===== src/rtl/sort_pkg.sv =====
// Shared types and helpers for the bitonic sorter front end.
package sort_pkg;

  localparam int DEFAULT_NUM_COUNT  = 4;
  localparam int DEFAULT_DATA_WIDTH = 8;

  typedef enum logic [0:0] {
    FILLING = 1'b0,
    PENDING = 1'b1
  } fill_state_e;

  typedef logic [$clog2(DEFAULT_NUM_COUNT)-1:0] lane_idx_t;

  // All-ones sorts to the top of an ascending sort, so pad lanes drift to the tail.
  localparam logic [DEFAULT_DATA_WIDTH-1:0] DEFAULT_PAD = {DEFAULT_DATA_WIDTH{1'b1}};

  function automatic int count_width(input int n);
    return $clog2(n + 1);
  endfunction

endpackage


===== src/rtl/sort_batch_loader.sv =====
// Packs a word stream into NUM_COUNT-wide batches for the sorter, with one
// pending batch buffered behind the output slot.
//
// Handshakes: a transfer happens on a rising edge where valid && ready. The
// producer of valid holds its data stable until that edge; ready never depends
// combinationally on the other side's valid or ready.
module sort_batch_loader
  import sort_pkg::*;
#(
  parameter int                    NUM_COUNT  = DEFAULT_NUM_COUNT,
  parameter int                    DATA_WIDTH = DEFAULT_DATA_WIDTH,
  parameter logic [DATA_WIDTH-1:0] PAD_VALUE  = {DATA_WIDTH{1'b1}},
  localparam int                   IDX_W      = $clog2(NUM_COUNT),
  localparam int                   CW         = count_width(NUM_COUNT)
) (
  input  logic                             clk,
  input  logic                             reset,
  input  logic [DATA_WIDTH-1:0]            in_data,
  input  logic                             in_valid,
  input  logic                             in_last,
  output logic                             in_ready,
  output logic [NUM_COUNT*DATA_WIDTH-1:0]  batch_data,
  output logic [CW-1:0]                    batch_count,
  output logic                             batch_last,
  output logic                             batch_valid,
  input  logic                             batch_ready,
  output fill_state_e                      fill_state
);

  fill_state_e                     state;
  logic [IDX_W-1:0]                idx;
  logic [NUM_COUNT*DATA_WIDTH-1:0] fill_buf;
  logic [CW-1:0]                   pend_count;
  logic                            pend_last;

  logic                            in_xfer;
  logic                            out_xfer;
  logic                            completing;
  logic                            slot_free;
  logic [NUM_COUNT*DATA_WIDTH-1:0] done_data;
  logic [CW-1:0]                   done_count;

  assign in_ready   = (state == FILLING) && !reset;
  assign in_xfer    = in_valid && in_ready;
  assign out_xfer   = batch_valid && batch_ready;
  assign completing = in_xfer && (in_last || (idx == IDX_W'(NUM_COUNT - 1)));
  assign slot_free  = !batch_valid || batch_ready;
  assign done_count = CW'(idx) + CW'(1);
  assign fill_state = state;

  // Batch as it would look if closed this cycle: earlier lanes, current word, pad above.
  always_comb begin
    done_data = fill_buf;
    for (int i = 0; i < NUM_COUNT; i++) begin
      if (i == int'(idx)) begin
        done_data[i*DATA_WIDTH +: DATA_WIDTH] = in_data;
      end else if (i > int'(idx)) begin
        done_data[i*DATA_WIDTH +: DATA_WIDTH] = PAD_VALUE;
      end
    end
  end

  always_ff @(posedge clk or posedge reset) begin
    if (reset) begin
      state       <= FILLING;
      idx         <= '0;
      fill_buf    <= '0;
      pend_count  <= '0;
      pend_last   <= 1'b0;
      batch_data  <= '0;
      batch_count <= '0;
      batch_last  <= 1'b0;
      batch_valid <= 1'b0;
    end else if (state == FILLING) begin
      if (completing) begin
        idx <= '0;
        if (slot_free) begin
          batch_data  <= done_data;
          batch_count <= done_count;
          batch_last  <= in_last;
          batch_valid <= 1'b1;
        end else begin
          fill_buf   <= done_data;
          pend_count <= done_count;
          pend_last  <= in_last;
          state      <= PENDING;
        end
      end else begin
        if (in_xfer) begin
          fill_buf[int'(idx)*DATA_WIDTH +: DATA_WIDTH] <= in_data;
          idx <= idx + IDX_W'(1);
        end
        if (out_xfer) begin
          batch_valid <= 1'b0;
        end
      end
    end else begin
      // The slot is always occupied while a batch is pending.
      if (batch_ready) begin
        batch_data  <= fill_buf;
        batch_count <= pend_count;
        batch_last  <= pend_last;
        batch_valid <= 1'b1;
        state       <= FILLING;
      end
    end
  end

endmodule


===== config.mk =====
export PLATFORM = sky130hd
export DESIGN_NAME = sort_batch_loader
export DESIGN_NICKNAME = d
export VERILOG_FILES = /design/src/rtl/sort_pkg.sv /design/src/rtl/sort_batch_loader.sv
export SDC_FILE = /design/constraint.sdc
export NUM_CORES = 1
export LEC_CHECK = 0
export ABC_AREA = 1
export CORE_MARGIN = 1
export CORE_UTILIZATION = 30
export DETAILED_ROUTE_END_ITERATION = 12
export SLEW_MARGIN = 15
export SYNTH_ARGS = -nofsm -noshare
export SYNTH_HDL_FRONTEND = slang
export SYNTH_SLANG_ARGS = --single-unit

===== constraint.sdc =====
create_clock -name clk -period 2.4 [get_ports clk]
set_input_delay 0.36 -clock clk [delete_from_list [all_inputs] [get_ports clk]]
set_output_delay 0.36 -clock clk [all_outputs]
set_load 0.02 [all_outputs]

# After elaboration in Yosys (flattened, before gate mapping)
# Cells that the tools add are included.
# word_totals
output_inout_bits	39
elab_cells	78
input_bits	13
regBits	76
# op_classes
shift	2
add_sub_neg	3
n_reduce_logical	18
order_cmp	3
n_eq_ne	7
muxes	34
bitwise	2
# op_table
op	n
2-to-1 mux 32 bit	7
2-to-1 mux 8 bit	7
negation 5 -> 33 bit	1
variable shift 8 x 33 -> 32 bit, first input constant	1
indexed part select 8 x 33 -> 32 bit	1
bitwise mux 32 bit	1
2-to-1 mux 1 bit	13
2-to-1 mux 3 bit	4
AND reduction 3 bit	4
nonzero test 2 bit	3
== test 2 bit, first input constant	2
> comparator 2 bit, first input constant	2
logical AND 1 bit	4
2-to-1 mux 2 bit	2
inequality test 2 bit, second input constant	2
adder 2 x 1 -> 3 bit, second input constant	1
inequality test 3 x 2 -> 1 bit, second input constant	1
nonzero test 3 bit	1
adder 2 x 1 -> 2 bit, second input constant	1
== test 1 x 2 -> 1 bit, first input constant	1
== test 2 bit, second input constant	1
> comparator 1 x 2 -> 1 bit, first input constant	1
logical NOT 1 bit	2
logical NOT 2 bit	1
3 further kinds	5

# Depth between registers and ports, before layout
# depth
depth_word	6
mapped_depth	12
depth_no_buf	9

# Worst setup path after synthesis
# No wires, ideal clock.
# synth_timing
kind	flip-flop to flip-flop
start	register idx[1]
end	register fill_buf[16]
arrival_ns	1.830
synth_period_minus_slack_ns	1.894
setup_ns	0.065
path_stages_with_launch	11
path_slack_ns	0.506
path_buffers	2
required_ns	2.335
path_cell_list	dfrtp_1 > clkbuf_1 > inv_1 > ha_1 > buf_2 > nand2_1 > nor2_1 > nand3_1 > nand2_1 > nand3_1 > nand2_1
# synth_via
elab_chain_cells	5
elab_cells_between_ends	17
cone_classes	add/sub (1); order compare (1); eq/ne (3); shift (2); mux (6); reduce/logical (4)
# synth_rtl
element	line_no	text
start, declared	sort_batch_loader.sv:31	logic [IDX_W-1:0] idx;
start signal, assigned	sort_batch_loader.sv:91	idx <= idx + IDX_W'(1);
negation 5 -> 33 bit (tied with other cells)	sort_batch_loader.sv:90	fill_buf[int'(idx)*DATA_WIDTH +: DATA_WIDTH] <= in_data;
indexed part select 8 x 33 -> 32 bit (tied with other cells)	sort_batch_loader.sv:90	
bitwise mux 32 bit (tied with other cells)	sort_batch_loader.sv:90	
2-to-1 mux 32 bit (tied with other cells)	sort_batch_loader.sv:89	if (in_xfer) begin
2-to-1 mux 32 bit or AND reduction 3 bit (tied branches)	-	
end signal, assigned	sort_batch_loader.sv:83	fill_buf <= done_data;
end signal, assigned by index	sort_batch_loader.sv:90	
end, declared	sort_batch_loader.sv:32	logic [NUM_COUNT*DATA_WIDTH-1:0] fill_buf;
# Several ways; a longest one is shown, not always the timed one. The select of a mux whose other input is x is not followed.
# A chain may end at the register's enable or synchronous reset.

# Final worst setup path
# layout_timing
start	input reset
end	output in_ready
# layout_via
elab_chain_cells	2
# layout_rtl
element	line_no	text
start, declared	sort_batch_loader.sv:17	input logic reset,
logical NOT 1 bit (no source line)	-	
logical AND 1 bit	sort_batch_loader.sv:43	assign in_ready = (state == FILLING) && !reset;
end, declared	sort_batch_loader.sv:21	output logic in_ready,
# Every way passes these cells.

==> flow_metrics.py <==
metrics = {
    "setup_path": {
        "critPathBufInv": 2,
        "slowest_delay_ns": 0.63,
        "cp.arrival_ns": 1.66,
        "startpoint_type": "input pin",
        "worstPathMaxFanout": 3,
        "crit_family": "buffers and inverters",
        "end_kind": "output pin",
        "worstPathRequired_ns": 2.04,
        "cp_slowest_cell": "clkdlybuf4s50_1",
        "crit_chain": "clkdlybuf4s50_1 -> nor2_4 -> clkdlybuf4s50_1",
        "path_class": "input pin to output pin",
        "crit_top_cell": "clkdlybuf4s50_1",
    },
    "finish": {
        "antennaDiodeCount": 0,
        "layout-drive-gt1-share": 0.0805,
        "final_nets": 747,
        "fin_area_sq_um": 5750,
        "area_growth_pct": 23.7,
    },
    "routing": {
        "drt-initial-drc-count": 270,
        "drt_wl_total_microns": 13000,
        "routed_via_density": 4.77,
        "wl_per_cell_microns": 14.2,
        "num_vias": 4391,
        "drc": 0,
        "ant_nets": 0,
        "firstDrtPassIters": 5,
    },
    "logic_synthesis": {
        "synthAdderAreaFrac": 0.0162,
        "synth_xor_area_frac": 0,
        "ys_seq_area_frac": 0.409,
        "synth_nets": 694,
        "synthArstFlopShare": 1.00,
        "synth_top_family_by_area": "simple AND/OR/NAND/NOR gates",
        "synth-compound-area-share": 0.0480,
        "synthMuxAreaShare": 0,
        "synth-simple-area-share": 0.450,
        "synth_top_area_frac": 0.409,
        "synth_edf_count": 0,
        "synth_area_leader_cell": "dfrtp_1",
        "synth_area_leaders": "dfrtp_1, nand2_1, nand3_1",
        "netlist_area_sq_um": 4640,
        "ys_warn_count": 0,
        "ys_ff_latch": 76,
        "yosys-top-cells-count": "nand2_1, nand3_1, dfrtp_1",
        "yosysMostFrequentCell": "nand2_1",
        "synth_ff_type": "dfrtp_1",
        "synth_area_per_cell_sq_um": 6.88,
        "netlist_instances": 675,
        "ys_types": 24,
    },
    "clocking": {
        "cts_resized": 0,
        "cts_buffer_depth": 2,
        "postCtsSetupBuffers": 0,
        "htree_levels": 3,
        "cts-root-buf": "clkbuf_16",
        "cts_tree": "built",
        "cts_buffers": 9,
        "postCtsHoldBufs": 0,
        "cts.clk_slew.worst_paths_ns": 0.06,
        "cts_sinks": 76,
        "worstSkewPairLatency_ns": 0.34,
    },
    "worst_hold_path": {
        "hold_class": "input pin to asynchronous set/reset pin",
    },
    "timing": {
        "timing.final.ws_setup_ns": 0.376,
        "rsz0062_at_grt": "false",
        "tightest_slew_ns": 0.523,
        "finalSetupViolCount": 0,
        "fin_crit_sh": 0.843,
        "final-hold-violation-count": 0,
        "setup_tns_ns": 0,
        "max_freq_mhz": 494,
        "maxSlewViolCount": 0,
        "finalCriticalPeriod_ns": 2.02,
        "slew_headroom": 0.651,
        "finalClockSkew_ns": 0.00848,
    },
    "flow_run": {
        "max_cap_violations": 0,
    },
    "power_and_ir_drop": {
        "power_density_nw_per_um2": 1020,
        "p_leak_nw": 2.94,
        "report.power.total_mw": 5.86,
        "ir_worst_vdd_mv": 0.361,
    },
    "place": {
        "pre_cts_ws_ns": 0.266,
        "place.gp.congestion": 0.893,
        "portBuffers": 51,
        "hpwl_microns": 9420,
        "place_area_sq_um": 5380,
    },
    "grt": {
        "overflow": 0,
        "gr-usage-all-layers": 0.176,
        "antenna_found_initial": 0,
        "first_global_vias": 4284,
        "grt_max_degree": 40,
        "grt_pass1_wl_microns": 22200,
    },
    "floorplanning": {
        "start_util": 0.307,
        "die_h_microns": 126,
        "core_sq_um": 15100,
        "rows": 45,
        "die_w_microns": 126,
        "die_area_sq_um": 16000,
        "ios": 52,
    },
    "outcome": {
        "status": "completed",
    },
}
final timing paths:
check	startpoint	to	slack, ns	depth (start not counted)
max	reset	in_ready	0.38	3
min	reset	batch_data[1]	0.46	2
max reg2reg	idx[0]	fill_buf[8]	0.46	6
min reg2reg	batch_count[2]	batch_count[2]	0.47	2
max in group asynchronous	reset	fill_buf[19]	1.29	3
min in group clk	batch_count[2]	batch_count[2]	0.47	2
cells by family after synthesis:
logic type               Yosys count
flip-flops                        76
AND/OR/NAND/NOR                  485
AO/OA/AOI/OAI                     37
adder cells (fa/ha/maj)            6
buffers and inverters             71
per-stage QoR:
stage	cells	hold WS, ns	util
floorplan	675	0.449	-
global placement	905	0.456	0.355
detailed placement	905	0.462	0.355
CTS	921	0.477	0.379
global route	921	0.493	0.379
finish	921	0.457	0.379
area by class of cell:
type / instances / area, sq um
Fill cell: 1598 / 9400
Multi-Input combinational cell: 528 / 2390
Sequential cell: 76 / 1900
Timing Repair Buffer: 77 / 718
Clock buffer: 12 / 246
Tap cell: 188 / 235
Inverter: 36 / 135
Clock inverter: 4 / 120
state kept, by name, indices dropped and copies added (netlist names):
| signal | count |
|---|---|
| fill_buf | 32 |
| batch_last | 1 |
| batch_data | 32 |
| idx | 2 |
| pend_count | 3 |
| fill_state | 1 |
| batch_valid | 1 |
| batch_count | 3 |
| pend_last | 1 |
routing by layer:
| metal | wire (microns) | part of all wire | up-vias | GRT usage |
|---|---|---|---|---|
| met5 | 0 | 0 | - | 0 |
| met4 | 183 | 0.014 | 0 | 0.0574 |
| met3 | 692 | 0.053 | 15 | 0.0329 |
| met2 | 5780 | 0.44 | 110 | 0.280 |
| met1 | 6380 | 0.49 | 1997 | 0.241 |
| li1 | - | - | 2269 | - |
power breakdown:
| group | internal (mW) | total, mW | switching [mW] |
|---|---|---|---|
| sequential | 1.68 | 1.92 | 0.237 |
| clock | 1.15 | 1.69 | 0.542 |
| combinational | 0.946 | 2.25 | 1.30 |
| total | 3.78 | 5.86 | 2.08 |
worst reg2reg max path, delay by kind of cell (launching register included):
family	cells	cell delay [ns]
AOI/OAI and AO/OA	1	0.49
adders and majority gates	1	0.35
DFF	1	0.45
and+or+nand+nor	2	0.16
buffers and inverters	2	0.38
placed cells by master, fill, tap and decap left out, drive strengths merged:
| cell | instances |
|---|---|
| clkdlybuf4s50 | 51 |
| ha | 6 |
| clkbuf | 12 |
| nand3 | 100 |
| o21bai | 1 |
| o21ai | 27 |
| clkinv | 1 |
| nand3b | 8 |
| nand2 | 327 |
| nor2 | 30 |
| o211ai | 2 |
| bufinv | 4 |
| dfrtp | 76 |
| nand4 | 12 |
| inv | 35 |
| a31oi | 7 |
| buf | 26 |
| and2 | 8 |
Power figures use the tool's default switching activity.
